<file path="config.mk">
export PLATFORM = sky130hd
export DESIGN_NAME = uop_cache_ctrl_flat
export DESIGN_NICKNAME = d
export VERILOG_FILES = /design/src/rtl/uop_cache_ctrl_if.sv /design/src/rtl/uop_cache_ctrl.sv /design/src/flat_wrapper.sv
export SDC_FILE = /design/constraint.sdc
export NUM_CORES = 1
export LEC_CHECK = 0
export BUFFER_PORTS_ARGS = -buffer_cell sky130_fd_sc_hd__buf_2
export CORE_AREA = 2 2 86 88
export DETAILED_ROUTE_END_ITERATION = 10
export DIE_AREA = 0 0 88 90
export PLACE_DENSITY = 0.75
export SLEW_MARGIN = 10
export SYNTH_ARGS = -nofsm -noshare
export SYNTH_HDL_FRONTEND = slang
export SYNTH_SLANG_ARGS = --single-unit
</file>
<file path="constraint.sdc">
create_clock -name clk -period 2.7 [get_ports clk]
set_input_delay 0.81 -clock clk [delete_from_list [all_inputs] [get_ports clk]]
set_output_delay 0.81 -clock clk [all_outputs]
set_load 0.01 [all_outputs]
</file>
<file path="src/rtl/uop_cache_ctrl_if.sv">
// Bus bundle between the uop-cache controller, the loop detector, fetch and the BRAM.
// The slave modport is the controller's view; master is the surrounding logic's view.
interface uop_cache_ctrl_if #(
    parameter int ADDR_W = 6,
    parameter int DATA_W = 32
);
    logic              fill_start;
    logic              fill_valid;
    logic [DATA_W-1:0] fill_instr;
    logic              fill_last;
    logic              fill_ready;
    logic              replay_req;
    logic              replay_valid;
    logic [DATA_W-1:0] replay_instr;
    logic              replay_wrap;
    logic              flush;
    logic              bram_we;
    logic              bram_re;
    logic [ADDR_W-1:0] bram_waddr;
    logic [ADDR_W-1:0] bram_raddr;
    logic [DATA_W-1:0] bram_wdata;
    logic [DATA_W-1:0] bram_rdata;
    logic              loop_valid;
    logic [4:0]        loop_len;
    logic [15:0]       iter_cnt;
    logic              overflow_err;

    modport slave (
        input  fill_start, fill_valid, fill_instr, fill_last,
        input  replay_req, flush, bram_rdata,
        output fill_ready, replay_valid, replay_instr, replay_wrap,
        output bram_we, bram_re, bram_waddr, bram_raddr, bram_wdata,
        output loop_valid, loop_len, iter_cnt, overflow_err
    );

    modport master (
        output fill_start, fill_valid, fill_instr, fill_last,
        output replay_req, flush, bram_rdata,
        input  fill_ready, replay_valid, replay_instr, replay_wrap,
        input  bram_we, bram_re, bram_waddr, bram_raddr, bram_wdata,
        input  loop_valid, loop_len, iter_cnt, overflow_err
    );
endinterface

</file>
<file path="src/rtl/uop_cache_ctrl.sv">
// Loop uop-cache sequencer: fills the BRAM with a captured loop body and replays it
// to fetch, wrapping at the loop end and counting completed iterations.
module uop_cache_ctrl #(
    parameter int DEPTH  = 8,
    parameter int ADDR_W = 6,
    parameter int STRIDE = 8,
    parameter int DATA_W = 32
) (
    input  logic              clk,
    input  logic              reset_n,
    uop_cache_ctrl_if.slave   bus
);
    localparam int PTR_W = $clog2(DEPTH + 1);
    localparam logic [PTR_W-1:0] DEPTH_P = PTR_W'(DEPTH);

    typedef enum logic [2:0] {
        ST_IDLE   = 3'd0,
        ST_FILL   = 3'd1,
        ST_READY  = 3'd2,
        ST_REPLAY = 3'd3,
        ST_INVAL  = 3'd4
    } state_t;

    state_t           r_state;
    logic [PTR_W-1:0] r_wptr;
    logic [PTR_W-1:0] r_rptr;
    logic [4:0]       r_loop_len;
    logic [15:0]      r_iter_cnt;

    state_t           w_state_nxt;
    logic [PTR_W-1:0] w_wptr_nxt;
    logic [PTR_W-1:0] w_rptr_nxt;
    logic [4:0]       w_loop_len_nxt;
    logic [15:0]      w_iter_nxt;
    logic             w_we;
    logic             w_re;
    logic [PTR_W-1:0] w_ridx;
    logic             w_wrap;
    logic             w_ovf;
    logic             w_fill_ready;
    logic             w_replay_valid;
    logic             w_last_idx;

    function automatic logic [ADDR_W-1:0] idx2addr(input logic [PTR_W-1:0] idx);
        logic [31:0] prod;
        prod = 32'(idx) * 32'(STRIDE);
        return prod[ADDR_W-1:0];
    endfunction

    assign w_last_idx = (5'(r_rptr) == (r_loop_len - 5'd1));

    // Next-state and control decode; flush overrides every state.
    always_comb begin
        w_state_nxt    = r_state;
        w_wptr_nxt     = r_wptr;
        w_rptr_nxt     = r_rptr;
        w_loop_len_nxt = r_loop_len;
        w_iter_nxt     = r_iter_cnt;
        w_we           = 1'b0;
        w_re           = 1'b0;
        w_ridx         = r_rptr;
        w_wrap         = 1'b0;
        w_ovf          = 1'b0;
        w_fill_ready   = 1'b0;
        w_replay_valid = 1'b0;
        if (bus.flush) begin
            w_state_nxt = ST_INVAL;
        end else begin
            case (r_state)
                ST_IDLE: begin
                    if (bus.fill_start) begin
                        w_state_nxt = ST_FILL;
                        w_wptr_nxt  = {PTR_W{1'b0}};
                    end else begin
                        w_state_nxt = ST_IDLE;
                    end
                end
                ST_FILL: begin
                    w_fill_ready = 1'b1;
                    if (bus.fill_valid) begin
                        if (r_wptr < DEPTH_P) begin
                            w_we       = 1'b1;
                            w_wptr_nxt = r_wptr + {{(PTR_W-1){1'b0}}, 1'b1};
                            if (bus.fill_last) begin
                                w_loop_len_nxt = 5'(r_wptr) + 5'd1;
                                w_rptr_nxt     = {PTR_W{1'b0}};
                                w_iter_nxt     = 16'd0;
                                w_state_nxt    = ST_READY;
                            end else begin
                                w_state_nxt = ST_FILL;
                            end
                        end else begin
                            // Body longer than the cache: drop it and wait for a new capture.
                            w_ovf       = 1'b1;
                            w_state_nxt = ST_IDLE;
                        end
                    end else begin
                        w_state_nxt = ST_FILL;
                    end
                end
                ST_READY: begin
                    if (bus.replay_req) begin
                        w_re        = 1'b1;
                        w_ridx      = r_rptr;
                        w_state_nxt = ST_REPLAY;
                    end else begin
                        w_state_nxt = ST_READY;
                    end
                end
                ST_REPLAY: begin
                    w_replay_valid = 1'b1;
                    if (bus.replay_req) begin
                        if (w_last_idx) begin
                            w_rptr_nxt = {PTR_W{1'b0}};
                            w_wrap     = 1'b1;
                            if (r_iter_cnt != 16'hFFFF) begin
                                w_iter_nxt = r_iter_cnt + 16'd1;
                            end else begin
                                w_iter_nxt = r_iter_cnt;
                            end
                        end else begin
                            w_rptr_nxt = r_rptr + {{(PTR_W-1){1'b0}}, 1'b1};
                        end
                        // Prefetch the following entry so fetch sees one instr per cycle.
                        w_re        = 1'b1;
                        w_ridx      = w_rptr_nxt;
                        w_state_nxt = ST_REPLAY;
                    end else begin
                        w_state_nxt = ST_READY;
                    end
                end
                ST_INVAL: begin
                    w_wptr_nxt     = {PTR_W{1'b0}};
                    w_rptr_nxt     = {PTR_W{1'b0}};
                    w_loop_len_nxt = 5'd0;
                    w_iter_nxt     = 16'd0;
                    w_state_nxt    = ST_IDLE;
                end
                default: begin
                    w_state_nxt = ST_INVAL;
                end
            endcase
        end
    end

    // State and pointer registers.
    always_ff @(posedge clk or negedge reset_n) begin
        if (!reset_n) begin
            r_state    <= ST_IDLE;
            r_wptr     <= {PTR_W{1'b0}};
            r_rptr     <= {PTR_W{1'b0}};
            r_loop_len <= 5'd0;
            r_iter_cnt <= 16'd0;
        end else begin
            r_state    <= w_state_nxt;
            r_wptr     <= w_wptr_nxt;
            r_rptr     <= w_rptr_nxt;
            r_loop_len <= w_loop_len_nxt;
            r_iter_cnt <= w_iter_nxt;
        end
    end

    assign bus.fill_ready   = w_fill_ready;
    assign bus.bram_we      = w_we;
    assign bus.bram_re      = w_re;
    assign bus.bram_waddr   = w_we ? idx2addr(r_wptr) : {ADDR_W{1'b0}};
    assign bus.bram_raddr   = w_re ? idx2addr(w_ridx) : {ADDR_W{1'b0}};
    assign bus.bram_wdata   = w_we ? bus.fill_instr : {DATA_W{1'b0}};
    assign bus.replay_valid = w_replay_valid;
    assign bus.replay_instr = w_replay_valid ? bus.bram_rdata : {DATA_W{1'b0}};
    assign bus.replay_wrap  = w_wrap;
    assign bus.overflow_err = w_ovf;
    assign bus.loop_valid   = (r_state == ST_READY) || (r_state == ST_REPLAY);
    assign bus.loop_len     = r_loop_len;
    assign bus.iter_cnt     = r_iter_cnt;
endmodule

</file>
<file path="src/flat_wrapper.sv">
// flat-port wrapper written by rule: the top's interface ports become plain ports
module uop_cache_ctrl_flat 
#(
    parameter int DEPTH  = 8,
    parameter int ADDR_W = 6,
    parameter int STRIDE = 8,
    parameter int DATA_W = 32
)
  (clk, reset_n, bus_fill_start, bus_fill_valid, bus_fill_instr, bus_fill_last, bus_replay_req, bus_flush, bus_bram_rdata, bus_fill_ready, bus_replay_valid, bus_replay_instr, bus_replay_wrap, bus_bram_we, bus_bram_re, bus_bram_waddr, bus_bram_raddr, bus_bram_wdata, bus_loop_valid, bus_loop_len, bus_iter_cnt, bus_overflow_err);
  uop_cache_ctrl_if #(.ADDR_W(ADDR_W), .DATA_W(DATA_W)) bus_i ();
  input  logic clk;
  input  logic reset_n;
  input wire logic [$bits(bus_i.fill_start)-1:0] bus_fill_start;
  input wire logic [$bits(bus_i.fill_valid)-1:0] bus_fill_valid;
  input wire logic [$bits(bus_i.fill_instr)-1:0] bus_fill_instr;
  input wire logic [$bits(bus_i.fill_last)-1:0] bus_fill_last;
  input wire logic [$bits(bus_i.replay_req)-1:0] bus_replay_req;
  input wire logic [$bits(bus_i.flush)-1:0] bus_flush;
  input wire logic [$bits(bus_i.bram_rdata)-1:0] bus_bram_rdata;
  output wire logic [$bits(bus_i.fill_ready)-1:0] bus_fill_ready;
  output wire logic [$bits(bus_i.replay_valid)-1:0] bus_replay_valid;
  output wire logic [$bits(bus_i.replay_instr)-1:0] bus_replay_instr;
  output wire logic [$bits(bus_i.replay_wrap)-1:0] bus_replay_wrap;
  output wire logic [$bits(bus_i.bram_we)-1:0] bus_bram_we;
  output wire logic [$bits(bus_i.bram_re)-1:0] bus_bram_re;
  output wire logic [$bits(bus_i.bram_waddr)-1:0] bus_bram_waddr;
  output wire logic [$bits(bus_i.bram_raddr)-1:0] bus_bram_raddr;
  output wire logic [$bits(bus_i.bram_wdata)-1:0] bus_bram_wdata;
  output wire logic [$bits(bus_i.loop_valid)-1:0] bus_loop_valid;
  output wire logic [$bits(bus_i.loop_len)-1:0] bus_loop_len;
  output wire logic [$bits(bus_i.iter_cnt)-1:0] bus_iter_cnt;
  output wire logic [$bits(bus_i.overflow_err)-1:0] bus_overflow_err;
  assign bus_i.fill_start = bus_fill_start;
  assign bus_i.fill_valid = bus_fill_valid;
  assign bus_i.fill_instr = bus_fill_instr;
  assign bus_i.fill_last = bus_fill_last;
  assign bus_i.replay_req = bus_replay_req;
  assign bus_i.flush = bus_flush;
  assign bus_i.bram_rdata = bus_bram_rdata;
  assign bus_fill_ready = bus_i.fill_ready;
  assign bus_replay_valid = bus_i.replay_valid;
  assign bus_replay_instr = bus_i.replay_instr;
  assign bus_replay_wrap = bus_i.replay_wrap;
  assign bus_bram_we = bus_i.bram_we;
  assign bus_bram_re = bus_i.bram_re;
  assign bus_bram_waddr = bus_i.bram_waddr;
  assign bus_bram_raddr = bus_i.bram_raddr;
  assign bus_bram_wdata = bus_i.bram_wdata;
  assign bus_loop_valid = bus_i.loop_valid;
  assign bus_loop_len = bus_i.loop_len;
  assign bus_iter_cnt = bus_i.iter_cnt;
  assign bus_overflow_err = bus_i.overflow_err;
  uop_cache_ctrl #(.DEPTH(DEPTH), .ADDR_W(ADDR_W), .STRIDE(STRIDE), .DATA_W(DATA_W)) u_core (.clk(clk), .reset_n(reset_n), .bus(bus_i));
endmodule
</file>
==> impl_metrics.env, run 1 <==
export IMPL_fin_nets=573
export IMPL_p_leak_uw=0.00222
export IMPL_worstPathRequired_ns=1.89
export IMPL_yosys_top_cells_area="dfrtp_1 (31%), and2_1 (9.3%), and3_1 (8.5%)"
export IMPL_max_freq_mhz=361
export IMPL_layout_commonest_cell="buf_2"
export IMPL_final_hold_violation_count=0
export IMPL_path_cells="inv_2 > ha_4 > nand3b_1 > a21o_1 > a211o_1 > nand4_1 > o21ai_1 > buf_2"
export IMPL_grt_pass1_wl_mm=12.9
export IMPL_outcome="complete, but fails checks"
export IMPL_io_buffers=168
export IMPL_syn_to_final_growth_pct=61.9
export IMPL_wl_met3_um=667
export IMPL_yosysUniqueCellTypes=52
export IMPL_pwr_share_comb=0.165
export IMPL_clkLatencyLatePin_ns=0.28
export IMPL_synth_top_cell_by_area="dfrtp_1"
export IMPL_start_util=0.366
export IMPL_p_sw_uw=280
export IMPL_clkPwrFrac=0.368
export IMPL_violations="negative setup slack"
export IMPL_internal_power_uw=771
export IMPL_drt_first_iter_violations=230
export IMPL_ys_seq_elements=32
export IMPL_p_sw_frac=0.266
export IMPL_cts_buffer_depth=2
export IMPL_fin_crit_sh=1.02
export IMPL_crit_arrival_ns=1.96
export IMPL_dieArea_um2=7920
export IMPL_drc=0
export IMPL_clockRootBuffer="clkbuf_8"
export IMPL_slew_headroom=0.155
export IMPL_postRouteAntennaNets=0
export IMPL_skew_ns=0.0100
export IMPL_ioPinCount=175
export IMPL_first_pass_iters=5
export IMPL_cts_sinks=32
export IMPL_cap_violations=0
export IMPL_netlist_instances=317
export IMPL_grt_usage=0.198
export IMPL_netlist_area_um2=2570
export IMPL_overflow=0
export IMPL_slew_viol_final=0
export IMPL_hold_path_class="reg -> reg"
export IMPL_via_count=3227
export IMPL_finalWorstSetupSlack_ns=-0.0667
export IMPL_fin_crit_ns=2.77
export IMPL_crit_fanout=4
export IMPL_synth_top_family_by_area="simple AND/OR/NAND/NOR gates"
export IMPL_max_stage_delay_ns=0.37
export IMPL_htreeDepth=2
export IMPL_top_layer="met4"
export IMPL_synth_simple_area_share=0.402
export IMPL_setup_viol=28
export IMPL_die_h_um=90
export IMPL_die_x_um=88
export IMPL_synth_compound_area_frac=0.155
export IMPL_hold_buffers=0
export IMPL_grt_pass1_vias=2702
export IMPL_layout_common_cells="buf_2 (141), and3_1 (35), buf_6 (29)"
export IMPL_tightestPinTransition_ns=1.25
export IMPL_cp_end_kind="output pin"
export IMPL_dr_wl_met2_mm=5.02
export IMPL_via_per_inst=5.40
export IMPL_synth_xor_area_frac=0.0239
export IMPL_synthArstFlopShare=1.00
export IMPL_crit_family="compound AO/OA/AOI/OAI gates"
export IMPL_wl_per_cell_um=16.4
export IMPL_synth_fa_ha_area_frac=0.0195
export IMPL_cp_slowest_cell="dfrtp_1"
export IMPL_wl_mm=9.82
export IMPL_place_hpwl_mm=6.12
export IMPL_yosysWarnings=0
export IMPL_start_kind="register"
export IMPL_synth_main_ff_cell="dfrtp_1"
export IMPL_drive_above_1_share=0.503
export IMPL_cp_num_buf_inv=2
export IMPL_synth_top_area_share=0.312
export IMPL_rsz0062_at_grt="yes"
export IMPL_cts_made_buffers=5
export IMPL_seq_power_share=0.467
export IMPL_yosysSeqAreaShare=0.312
export IMPL_antenna_found_initial=0
export IMPL_fin_util=0.593
export IMPL_syn_area_per_cell_um2=8.11
export IMPL_cts_tree="built"
export IMPL_path_clk_slew_ns=0.07
export IMPL_grt_max_degree=39
export IMPL_synth_mux_area_frac=0.0200
export IMPL_max_vdd_ir_drop_uv=135
export IMPL_core_area_um2=7020
export IMPL_tns_ns=-0.627
export IMPL_synth_edf_count=0
export IMPL_rows=31
export IMPL_p_per_area_nw_per_um2=253
export IMPL_path_class="reg -> out"
export IMPL_met1Wirelength_mm=3.87
export IMPL_gp_congestion=0.827
export IMPL_diodes=0
## cell type report
cell class,count,area [um2]
well taps,99,124
inverters,5,18.8
fillers,577,2860
clock buffers,8,90.1
flip-flops and latches,32,806
multi-input cells,254,1760
repair buffers,200,1370
## synth_stat cells, types with 2 or more instances
cell type  count
nand4b_1       5
xor2_1         3
buf_4          7
xnor2_1        4
o22ai_1        2
inv_1          5
nand2b_1       9
and4_1         4
a22oi_1        2
or3_1          2
nor3_1         7
ha_1           4
nand4_1        4
clkbuf_1      20
o21ai_0       15
or4_1         13
nand3b_1       4
mux2i_1        4
a21oi_1       16
nand3_1        6
nor2b_1        2
and2_1        38
o31ai_1       15
nor4_1         2
and3_1        35
dfrtp_1       32
nor2_1        10
nand2_1       23
## state kept, by name, indices dropped and copies added, names as in the netlist
signal               cells
u_core.r_state           3
u_core.r_wptr            4
u_core.bus.iter_cnt     16
u_core.bus.loop_len      5
u_core.r_rptr            4
## worst reg2reg max path: cells and delay by family (launching register included)
family / cells / cell delay (ns)
AOI/OAI and AO/OA: 3 / 0.70
adders and majority gates: 1 / 0.18
buffers and inverters: 4 / 0.54
DFF: 1 / 0.37
and+or+nand+nor: 2 / 0.68
## kinds of logic after synthesis
family	Yosys count
other cells	1
xor+xnor	7
flops	32
fa+ha+maj	4
compound gates	61
mux	5
simple gates	171
buf+inv	36
## layer usage
metal,up-vias,GRT usage
met3,24,0.0312
li1,1500,-
met4,0,0.0538
met1,1535,0.258
met5,-,0
met2,168,0.334
## path summary, 6_finish.rpt
| path | startpoint | endpoint | slack (ns) | cells past startpoint |
|---|---|---|---|---|
| min | u_core.r_wptr[0] | u_core.bus.loop_len[0] | 0.57 | 1 |
| min in group asynchronous | reset_n | u_core.bus.iter_cnt[5] | 0.60 | 1 |
| max | u_core.bus.loop_len[1] | bus_bram_raddr[4] | -0.07 | 8 |
| min reg2reg | u_core.r_wptr[0] | u_core.bus.loop_len[0] | 0.57 | 1 |
| max reg2reg | u_core.bus.loop_len[1] | u_core.bus.iter_cnt[3] | 0.15 | 10 |
| max in group asynchronous | reset_n | u_core.bus.loop_len[2] | 1.57 | 1 |
## timing repair
item                                    4_1_cts  5_1_grt
buffers inserted                              4        8
pin swaps                                    10       26
endpoints found under the setup margin        4       72
gates resized for setup                      13       61
gates cloned                                  0        7
## power by group through the flow
stage,logic [uW],clock network (uW),registers [uW]
floorplan,78.5,0,494
global placement,144,0,498
detailed placement,147,0,499
CTS,151,391,490
global route,188,411,491
finish,173,387,491
## per-stage QoR
stage	worst slack [ns]	hold WS, ns	total power [uW]	instances	instance area (um2)
after floorplan	0.00314	0.488	572	322	2620
after global placement	0.0592	0.536	642	571	3530
after detailed placement	0.000155	0.552	646	571	3530
after CTS	-0.0470	0.558	1030	583	3700
after global routing	-0.134	0.602	1090	598	4160
final	-0.0667	0.570	1050	598	4160
(Power assumes the default switching activity.)
==> inputs of run 2 (changes only) <==
Settings changed: CELL_PAD_IN_SITES_DETAIL_PLACEMENT from default to 1, CELL_PAD_IN_SITES_GLOBAL_PLACEMENT from default to 2, CORE_AREA 2 2 86 88 to 2 2 120 122, CTS_BUF_LIST from default to sky130_fd_sc_hd__clkbuf_4 sky130_fd_sc_hd__clkbuf_8 sky130_fd_sc_hd__clkbuf_16, DIE_AREA 0 0 88 90 to 0 0 122 124, PLACE_DENSITY 0.75 to default, PLACE_DENSITY_LB_ADDON from default to 0.1.
==> run 2 against run 1 <==
The run still ends with negative setup slack left. Worst hold slack got worse by 0.021 ns. Non-clock buffer count increased by 11. Design area rose by 3.6%. Via count decreased by 2.5%. Core utilization decreased by 28 points. Cell count rose by 15%. Fmax is 2.6% lower. Die area rose by 91%. Combinational power is 2% higher. Wire length rose by 7.0%. Clock-buffer cell count stayed put. Sequential share of layout area shrank 0.70 points. Critical path type unchanged.
==> impl_metrics.env, run 2 (synthesized netlist as in run 1, its figures left out) <==
export IMPL_final_hold_violation_count=0
export IMPL_fin_nets=584
export IMPL_violations="negative setup slack"
export IMPL_tightestPinTransition_ns=1.16
export IMPL_crit_fanout=6
export IMPL_max_vdd_ir_drop_uv=185
export IMPL_max_stage_delay_ns=0.47
export IMPL_cp_num_buf_inv=2
export IMPL_dieArea_um2=15100
export IMPL_clkLatencyLatePin_ns=0.28
export IMPL_cp_slowest_cell="dfrtp_2"
export IMPL_rows=43
export IMPL_clockRootBuffer="clkbuf_16"
export IMPL_wl_per_cell_um=15.2
export IMPL_cts_tree="built"
export IMPL_rsz0062_at_grt="yes"
export IMPL_crit_family="compound AO/OA/AOI/OAI gates"
export IMPL_place_hpwl_mm=7.63
export IMPL_via_count=3146
export IMPL_grt_pass1_vias=3157
export IMPL_p_leak_uw=0.00228
export IMPL_diodes=0
export IMPL_path_cells="nor4bb_4 > a22oi_2 > buf_4 > a211o_4 > nand4_1 > o21ai_2 > buf_2"
export IMPL_setup_viol=45
export IMPL_worstPathRequired_ns=1.89
export IMPL_core_area_um2=13700
export IMPL_max_freq_mhz=352
export IMPL_layout_common_cells="buf_2 (158), and3_1 (35), buf_4 (33)"
export IMPL_cts_made_buffers=5
export IMPL_cts_sinks=32
export IMPL_ioPinCount=175
export IMPL_first_pass_iters=4
export IMPL_skew_ns=0.00452
export IMPL_gp_congestion=0.768
export IMPL_wl_mm=10.5
export IMPL_grt_pass1_wl_mm=15.9
export IMPL_cp_end_kind="output pin"
export IMPL_path_clk_slew_ns=0.05
export IMPL_overflow=0
export IMPL_start_util=0.187
export IMPL_finalWorstSetupSlack_ns=-0.139
export IMPL_grt_max_degree=34
export IMPL_postRouteAntennaNets=0
export IMPL_p_per_area_nw_per_um2=297
export IMPL_path_class="reg -> out"
export IMPL_fin_crit_sh=1.05
export IMPL_grt_usage=0.133
export IMPL_min_path_cells=1
export IMPL_die_h_um=124
export IMPL_slew_headroom=0.215
export IMPL_cap_violations=0
export IMPL_via_per_inst=4.56
export IMPL_antenna_found_initial=0
export IMPL_tns_ns=-1.11
export IMPL_htreeDepth=2
export IMPL_crit_cells=7
export IMPL_nFillCells=1674
export IMPL_reg2reg_depth=7
export IMPL_outcome="complete, but fails checks"
export IMPL_die_x_um=122
export IMPL_slew_viol_final=0
export IMPL_io_buffers=168
export IMPL_syn_to_final_growth_pct=67.8
export IMPL_drt_first_iter_violations=86
export IMPL_fin_crit_ns=2.84
export IMPL_cts_buffer_depth=2
export IMPL_drc=0
export IMPL_start_kind="register"
export IMPL_crit_arrival_ns=2.03
export IMPL_largest_reg_flops=16
export IMPL_layout_commonest_cell="buf_2"
export IMPL_hold_path_class="reg -> reg"
export IMPL_drive_above_1_share=0.504
export IMPL_whs_ns=0.548
export IMPL_post_place_ws_ns=-0.0790
-- run 2: path summary, 6_finish.rpt --
path	start	to	slack, ns
min in group asynchronous	reset_n	u_core.bus.iter_cnt[4]	0.62
worst max register to register	u_core.bus.loop_len[2]	u_core.bus.iter_cnt[6]	0.29
worst min-delay path	u_core.r_wptr[0]	u_core.bus.loop_len[0]	0.55
worst min register to register	u_core.r_wptr[0]	u_core.bus.loop_len[0]	0.55
worst max-delay path	u_core.bus.loop_len[2]	bus_bram_raddr[4]	-0.14
max in group asynchronous	reset_n	u_core.bus.loop_len[2]	1.51
-- run 2: worst reg2reg max path: cells and delay by family, from the launching register on --
family,cells,cell delay (ns)
DFF,1,0.47
and+or+nand+nor,2,0.82
buffers and inverters,2,0.38
AOI/OAI and AO/OA,3,0.66
-- run 2: area by class of cell --
type / instances / area [um2] / share of cell area
inverters: 5 / 18.8 / 0.00435
flip-flops and latches: 32 / 805 / 0.187
well taps: 180 / 225 / 0.0522
multi-input cells: 254 / 1780 / 0.412
clock buffers: 8 / 154 / 0.0357
repair buffers: 211 / 1330 / 0.309
-- run 2: where the power goes --
group / leakage [uW] / total [uW] / switching, uW / internal [uW]
combinational: 0.00176 / 177 / 93.9 / 82.8
clock: 0.0000780 / 612 / 223 / 388
sequential: 0.000440 / 490 / 7.35 / 483
-- run 2: per-stage QoR --
step	utilization	total power, uW	cells	cell area [um2]
CTS	0.312	1290	688	4280
global route	0.314	1340	690	4310
finish	0.314	1280	690	4310
global placement	0.273	656	667	3740
floorplan	-	572	322	2620
detailed placement	0.273	658	667	3740
-- run 2: layer usage --
metal | track usage | vias up | part of all wire
li1 | - | 1519 | -
met1 | 0.174 | 1498 | 0.43
met2 | 0.221 | 124 | 0.48
met3 | 0.0293 | 5 | 0.074
met4 | 0.0366 | 0 | 0.010
met5 | 0 | - | 0
-- run 2: repair_timing --
| action | CTS | global route |
|---|---|---|
| setup endpoints to repair | 39 | 72 |
| hold endpoints to repair | 0 | 0 |
| resized for setup | 53 | 5 |
| hold buffers | 0 | 0 |
| setup buffers | 10 | 0 |
| gates cloned | 3 | 2 |
| pin swaps | 30 | 6 |
